**src/rtl/clock_mode_ctrl.sv**
```systemverilog
// rtl/clock_mode_ctrl.sv - HH:MM:SS timekeeping, RUN/SET mode machine, button debounce and blink
module clock_mode_ctrl #(
    parameter int TICKS_PER_SEC  = 100,
    parameter int DEBOUNCE_TICKS = 2,
    parameter int BLINK_TICKS    = 50
) (
    input  logic       clock,
    input  logic       reset,
    input  logic       divclk,
    input  logic       btn_mode,
    input  logic       btn_inc,
    output logic [4:0] hours,
    output logic [5:0] minutes,
    output logic [5:0] seconds,
    output logic [1:0] mode,
    output logic       blink,
    output logic       sec_pulse
);

    localparam int PW = $clog2(TICKS_PER_SEC + 1);
    localparam int DW = $clog2(DEBOUNCE_TICKS + 1);
    localparam int BW = $clog2(BLINK_TICKS + 1);

    typedef enum logic [1:0] {
        RUN     = 2'b00,
        SET_HR  = 2'b01,
        SET_MIN = 2'b10
    } state_t;

    state_t        state;
    state_t        state_next;
    logic          divclk_q;
    logic          tick;
    logic [1:0]    btn_raw;
    logic [1:0]    btn_stable;
    logic [1:0]    press;
    logic [DW-1:0] db_cnt [2];
    logic          press_mode;
    logic          press_inc;
    logic [PW-1:0] prescaler;
    logic [BW-1:0] blink_cnt;

    always_ff @(posedge clock) begin
        if (reset) begin
            divclk_q <= 1'b0;
        end else begin
            divclk_q <= divclk;
        end
    end

    assign tick = divclk & ~divclk_q;

    // Bit 0 is the mode button, bit 1 the increment button.
    assign btn_raw = {btn_inc, btn_mode};

    always_ff @(posedge clock) begin
        if (reset) begin
            btn_stable <= '0;
            press      <= '0;
            for (int i = 0; i < 2; i++) begin
                db_cnt[i] <= '0;
            end
        end else begin
            press <= '0;
            for (int i = 0; i < 2; i++) begin
                if (tick) begin
                    if (btn_raw[i] != btn_stable[i]) begin
                        if (db_cnt[i] == DW'(DEBOUNCE_TICKS - 1)) begin
                            btn_stable[i] <= btn_raw[i];
                            db_cnt[i]     <= '0;
                            press[i]      <= btn_raw[i];
                        end else begin
                            db_cnt[i] <= db_cnt[i] + DW'(1);
                        end
                    end else begin
                        db_cnt[i] <= '0;
                    end
                end
            end
        end
    end

    // A mode change swallows an increment landing in the same cycle.
    assign press_mode = press[0];
    assign press_inc  = press[1] & ~press[0];

    always_ff @(posedge clock) begin
        if (reset) begin
            state <= RUN;
        end else begin
            state <= state_next;
        end
    end

    always_comb begin
        state_next = state;
        if (press_mode) begin
            case (state)
                RUN:     state_next = SET_HR;
                SET_HR:  state_next = SET_MIN;
                default: state_next = RUN;
            endcase
        end
    end

    always_comb begin
        mode = state;
    end

    always_ff @(posedge clock) begin
        if (reset) begin
            hours     <= '0;
            minutes   <= '0;
            seconds   <= '0;
            prescaler <= '0;
            sec_pulse <= 1'b0;
        end else begin
            sec_pulse <= 1'b0;
            case (state)
                RUN: begin
                    if (tick) begin
                        if (prescaler == PW'(TICKS_PER_SEC - 1)) begin
                            prescaler <= '0;
                            sec_pulse <= 1'b1;
                            if (seconds == 6'd59) begin
                                seconds <= '0;
                                if (minutes == 6'd59) begin
                                    minutes <= '0;
                                    hours   <= (hours == 5'd23) ? 5'd0 : hours + 5'd1;
                                end else begin
                                    minutes <= minutes + 6'd1;
                                end
                            end else begin
                                seconds <= seconds + 6'd1;
                            end
                        end else begin
                            prescaler <= prescaler + PW'(1);
                        end
                    end
                end
                SET_HR: begin
                    prescaler <= '0;
                    seconds   <= '0;
                    if (press_inc) begin
                        hours <= (hours == 5'd23) ? 5'd0 : hours + 5'd1;
                    end
                end
                SET_MIN: begin
                    prescaler <= '0;
                    seconds   <= '0;
                    if (press_inc) begin
                        minutes <= (minutes == 6'd59) ? 6'd0 : minutes + 6'd1;
                    end
                end
                default: ;
            endcase
            // Any mode change restarts the second from zero, even alongside a RUN carry.
            if (press_mode) begin
                prescaler <= '0;
                seconds   <= '0;
            end
        end
    end

    always_ff @(posedge clock) begin
        if (reset) begin
            blink     <= 1'b1;
            blink_cnt <= '0;
        end else if (press_mode || state == RUN) begin
            blink     <= 1'b1;
            blink_cnt <= '0;
        end else if (tick) begin
            if (blink_cnt == BW'(BLINK_TICKS - 1)) begin
                blink_cnt <= '0;
                blink     <= ~blink;
            end else begin
                blink_cnt <= blink_cnt + BW'(1);
            end
        end
    end

endmodule

```
**config.mk**
```make
export PLATFORM = sky130hd
export DESIGN_NAME = clock_mode_ctrl
export DESIGN_NICKNAME = d
export VERILOG_FILES = /design/src/rtl/clock_mode_ctrl.sv
export SDC_FILE = /design/constraint.sdc
export NUM_CORES = 1
export LEC_CHECK = 0
export ABC_AREA = 1
export BUFFER_PORTS_ARGS = -buffer_cell sky130_fd_sc_hd__buf_4
export CAP_MARGIN = 0
export CORE_MARGIN = 2
export CORE_UTILIZATION = 24
export DETAILED_ROUTE_END_ITERATION = 7
export HOLD_SLACK_MARGIN = 0.06
export SLEW_MARGIN = 10
export SYNTH_ARGS = -nofsm -noshare
export SYNTH_HDL_FRONTEND = slang
export SYNTH_SLANG_ARGS = --single-unit
```
**constraint.sdc**
```tcl
create_clock -name clock -period 4.1 [get_ports clock]
set_input_delay 0.82 -clock clock [delete_from_list [all_inputs] [get_ports clock]]
set_output_delay 0.82 -clock clock [all_outputs]
set_load 0.01 [all_outputs]
```
=== After elaboration in Yosys (flattened, before gate mapping) ===
Memories as Yosys holds them, arrays and structs flattened.
Cells that the tools add are included.

* Flip-flop bits (word level): 39
* Bits in writable memories: 4
* Output and inout port bits: 21
* Logic and storage cells: 132
* Memories kept: 1

{| class="wikitable"
|+ Memory list
! memory !! depth !! bits a word !! read ports !! clocked after memory_dff !! wr ports !! line !! RTL
|-
| db_cnt || 2 || 2 || 2 || 0 || 2 || 37 || <nowiki>logic [DW-1:0] db_cnt [2];</nowiki>
|}

* $add $sub $neg: 7
* Equal/unequal tests: 17
* Multiplexer cells: 59
* Bitwise operators: 17
* Reductions and logical operators: 18

{| class="wikitable"
|+ Operators by type and width
! kind !! number
|-
| $mux W6 || 9
|-
| $mux W1 || 31
|-
| $mux W5 || 6
|-
| $pmux W6 S2 || 2
|-
| $add A6 B1 Y6 const B || 3
|-
| $eq A6 B6 Y1 const B || 3
|-
| $mux W7 || 2
|-
| $pmux W7 S2 || 1
|-
| $mux W2 || 6
|-
| $ne A2 B2 Y1 const B || 6
|-
| $pmux W5 S2 || 1
|-
| $not A1 Y1 || 9
|-
| $reduce_and A3 Y1 || 3
|-
| $reduce_or A4 Y1 || 2
|-
| $add A7 B1 Y7 const B || 1
|-
| $eq A7 B7 Y1 const B || 1
|-
| $eq A2 B1 Y1 const B || 3
|-
| $or A1 B1 Y1 || 6
|-
| $reduce_and A6 Y1 || 1
|-
| $reduce_bool A2 Y1 || 3
|-
| $reduce_or A2 Y1 || 3
|-
| $add A5 B1 Y5 const B || 1
|-
| $eq A5 B5 Y1 const B || 1
|-
| $reduce_and A5 Y1 || 1
|-
| 9 further kinds || 13
|}

=== Longest topological paths before layout ===
* Depth after elaboration: 9
* Gate-level depth with buffers: 11
* Mapped depth without buffers: 11

=== Worst setup path before layout ===
Ideal clock, no wire load.

* Path type: input to register
* Start: in divclk
* End: reg seconds[2]
* Setup time: 64 ps
* Arrival: 1518 ps
* Data required time: 4036 ps
* Path slack: 2518 ps
* Cell stages on the path: 7
* Path buffers: 0
* Cells stage by stage: nand3_1 > inv_1 > nand2_2 > nand2_2 > a21oi_1 > nand2_1 > nor2_1

* Longest elaborated chain between the ends: 3

{| class="wikitable"
|+ Ends and longest elaborated chain
! element !! line !! RTL
|-
| start, declared || 9 || <nowiki>input logic divclk,</nowiki>
|-
| $and A1 B1 Y1 || 51 || <nowiki>assign tick = divclk & ~divclk_q;</nowiki>
|-
| $ne A2 B2 Y1 (no line) || -- ||
|-
| $reduce_and A3 Y1 (no line) || -- ||
|-
| end signal, assigned || 134 || <nowiki>seconds <= seconds + 6'd1;</nowiki>
|-
| end, declared || 14 || <nowiki>output logic [5:0] seconds,</nowiki>
|}

Every way passes these cells.
A chain may end at the register's enable or synchronous reset.

=== Worst setup path in the final report ===
* Start: reg state[0] (netlist: mode[0])
* End: reg seconds[3]

* Longest elaborated chain between the ends: 4
* Elaborated cells on any way between the ends: 9

{| class="wikitable"
|+ Ends and longest elaborated chain
! element !! line !! RTL
|-
| start, declared || 30 || <nowiki>state_t state;</nowiki>
|-
| start signal, assigned || 91 || <nowiki>state <= state_next;</nowiki>
|-
| $eq A2 B2 Y1 or $eq A2 B1 Y1 (tied branches) || 119 || <nowiki>case (state)</nowiki>
|-
| $reduce_or A2 Y1 (no line) || -- ||
|-
| $reduce_bool A2 Y1 (no line) || -- ||
|-
| $reduce_and A3 Y1 (no line) || -- ||
|}

Parallel ways exist; a longest one is shown, timed or not.

==> results.md <==
* Status: finished clean
* Crit-path cells: inv_1, ha_1, nand3_1, inv_1, nand2_2, nand2_2, a21oi_1, nand2_1, nor2_1
* Full die area at 0.01032 mm^2
* Top FF cell, synth: dfxtp_1
* Number of nets with antenna violations after routing at 0
* Fin Setup TNS at 0 ns
* Post-Layout Cell Count at 484
* Synth Cell Area at 0.002286 mm^2
* Share of cells above drive strength 1 at 12.68%
* Synth cell count leaders: nand2_1 (69), inv_1 (48), dfxtp_1 (39), nor2_1 (39), nand3_1 (34)
* Top achievable clock speed at 549.5 MHz
* Unrepaired setup endpoints after global routing: false
* Clock transition at path regs at 0.08 ns
* Max Fanout on Critical Path at 11
* Placed Cells incl. Taps at 476
* Skew-Pair Late Insertion Delay at 0.29 ns
* WP buf/inv at 2
* DP HPWL at 3.583 mm
* Hold Path Depth at 1
* MaxCap Viol Count at 0
* Post-CTS Setup Inserts at 0
* H-tree levels at 2
* Wire length per cell at 9.731 um
* Hold Crit Start: btn_stable[0]
* Setup violators final at 0
* Total CTS buffers at 5
* Area leader, netlist: dfxtp_1
* Pleak at 0.001139 uW
* Global placer's final weighted congestion at 0.8421
* Register area share after synthesis at 39.41%
* Crit path time final at 1.820 ns
* Num rows at 35
* Setup WS pre-CTS at 2.097 ns
* Yosys warning count at 0
* Final Util at 29.06%
* Bufs on Longest Clock Path at 2
* Synth top area share at 34.15%
* Post-cts sizing count at 0
* Asr flop ratio synth at 0%
* Post-synth cell types at 26
* Core Box Area at 0.009240 mm^2
* Syn avg cell area at 7.012 um^2
* Syn_nets at 343
* Clock Skew at 0.007778 ns
* CTS sink cnt at 43
* Antenna violations before repair at 0
* Worst reg-to-reg path cell count at 9
* Power Dens Cells at 276.7 mW/mm^2
* Slew margin rel. at 74.34%
* DRC at 0
* RR Startpoint: mode[0]
* Nets at 371
* Pin count of the biggest net entering global routing at 16
* Flop-to-flop setup slack at 2.28 ns
* Hold Fails Final Rpt at 0
* Vias at 2111
* Initial Util at 24.74%
* EDFF count, synth at 4
* Post-route setup slack at 2.280 ns
* Final wirelength at 4.710 mm
* Gr ovfl total at 0
* Slew of the pin with the lowest slew margin at 0.3820 ns
* Area growth, synth to finish at 17.46%
* FF-to-FF End: seconds[3]
* Slowest cell on crit path: dfxtp_1
* Diode count at 0
* Tightest Hold Check Type: flip-flop to flip-flop
* # hold bufs at CTS at 0
* IO Port Bufs at 25
* Crit Path Category: flip-flop to flip-flop
* Worst vdd ir at 113.1 uV
* Vias in the first global route at 1883
* Slowest stage delay, CP at 0.40 ns
* GRT Util Overall at 9.499%
* Count leader, synth: nand2_1
* Worst Path Required at 4.33 ns
* Cell family with most CP delay: simple AND/OR/NAND/NOR gates
* Synthesized instance count at 326
* Crit. End Element: flip-flop
* Synthesized flop and latch total at 43
* Hold path endpoint: press[0]
* Root Buffer: clkbuf_8
* Post-layout power at 742.8 uW
* Initial DRT Pass Iterations at 5
* Final slew viol count at 0
* TritonCTS clock tree: done
* Via density at 4.362
* Global-route wire length before repair at 8.066 mm
* Setup crit start kind: flip-flop
* Io pins at 26
* First DRT Iteration DRCs at 118
* Worst Path Arrival at 2.05 ns
* Period utilization at 44.38%
* Die span in y at 101.6 um
* Die width at 101.6 um
* Area contributors post-synth: dfxtp_1 (34%), nand2_1 (11%), inv_1 (7.9%), nand3_1 (7.4%), ha_1 (6.6%)
[metrics by stage]
| stage | hold slack [ns] | instance area (um^2) |
|---|---|---|
| 4_1_cts | 0.4352 | 2685 |
| 2_1_floorplan | 0.3970 | 2286 |
| 3_3_place_gp | 0.4129 | 2604 |
| 6_report | 0.4413 | 2685 |
| 5_1_grt | 0.4664 | 2685 |
| 3_5_place_dp | 0.4192 | 2604 |
[per-layer routing]
layer | global-route usage (%) | up-vias | part of all wire (%)
met2 | 15.08 | 44 | 46
met5 | 0 | - | 0
met3 | 2.830 | 6 | 4.4
met4 | 3.015 | 0 | 1.2
li1 | - | 1109 | -
met1 | 12.38 | 952 | 49
[power breakdown]
group	internal (uW)	switching, uW
clock	120	139
sequential	431	4.27
combinational	16.1	33.3
total	566	176
[registers in the layout, indices dropped and copies added (netlist names)]
name and flops:
db_cnt 4, prescaler 7, blink_cnt 6, btn_stable 2
press 2, mode 2, blink 1, hours 5
seconds 6, divclk_q 1, minutes 6, sec_pulse 1
[placed cells by master (no fill, tap or decap), types with 5 or more instances in the layout]
cell	n
buf_4	25
nand4_1	6
clkbuf_8	5
nand2_2	5
a21oi_1	27
nand3_1	34
nor2_1	39
dfxtp_1	39
inv_1	48
nand2_1	69
ha_1	12
nor3_1	9
o21ai_0	12
[cell families after synthesis]
logic type	share of synthesized area (%)
and+or+nand+nor	33.99
xor gates and xnor gates	1.150
adders and majority gates	6.568
buffers and inverters	9.250
DFF	39.41
AOI/OAI and AO/OA	9.634
[final cells by class]
type                            instances  area [um^2]
Multi-Input combinational cell        231         1174
Fill cell                            1008         6555
Timing Repair Buffer                   25        187.7
Inverter                               48        180.2
Clock inverter                          1        5.005
Clock buffer                            7        76.32
Tap cell                              129        161.4
Sequential cell                        43        900.9
[worst max path at each step]
| stage | startpoint | to | cells after the start |
|---|---|---|---|
| 2_1_floorplan | divclk | seconds[2] | 7 |
| 3_3_place_gp | divclk | seconds[3] | 8 |
| 3_5_place_dp | reset | blink_cnt[1] | 6 |
| 4_1_cts | mode[0] | seconds[4] | 9 |
| 5_1_grt | mode[0] | seconds[5] | 9 |
| 6_report | mode[0] | seconds[3] | 9 |
No activity file was read; power rests on OpenSTA's default activity.
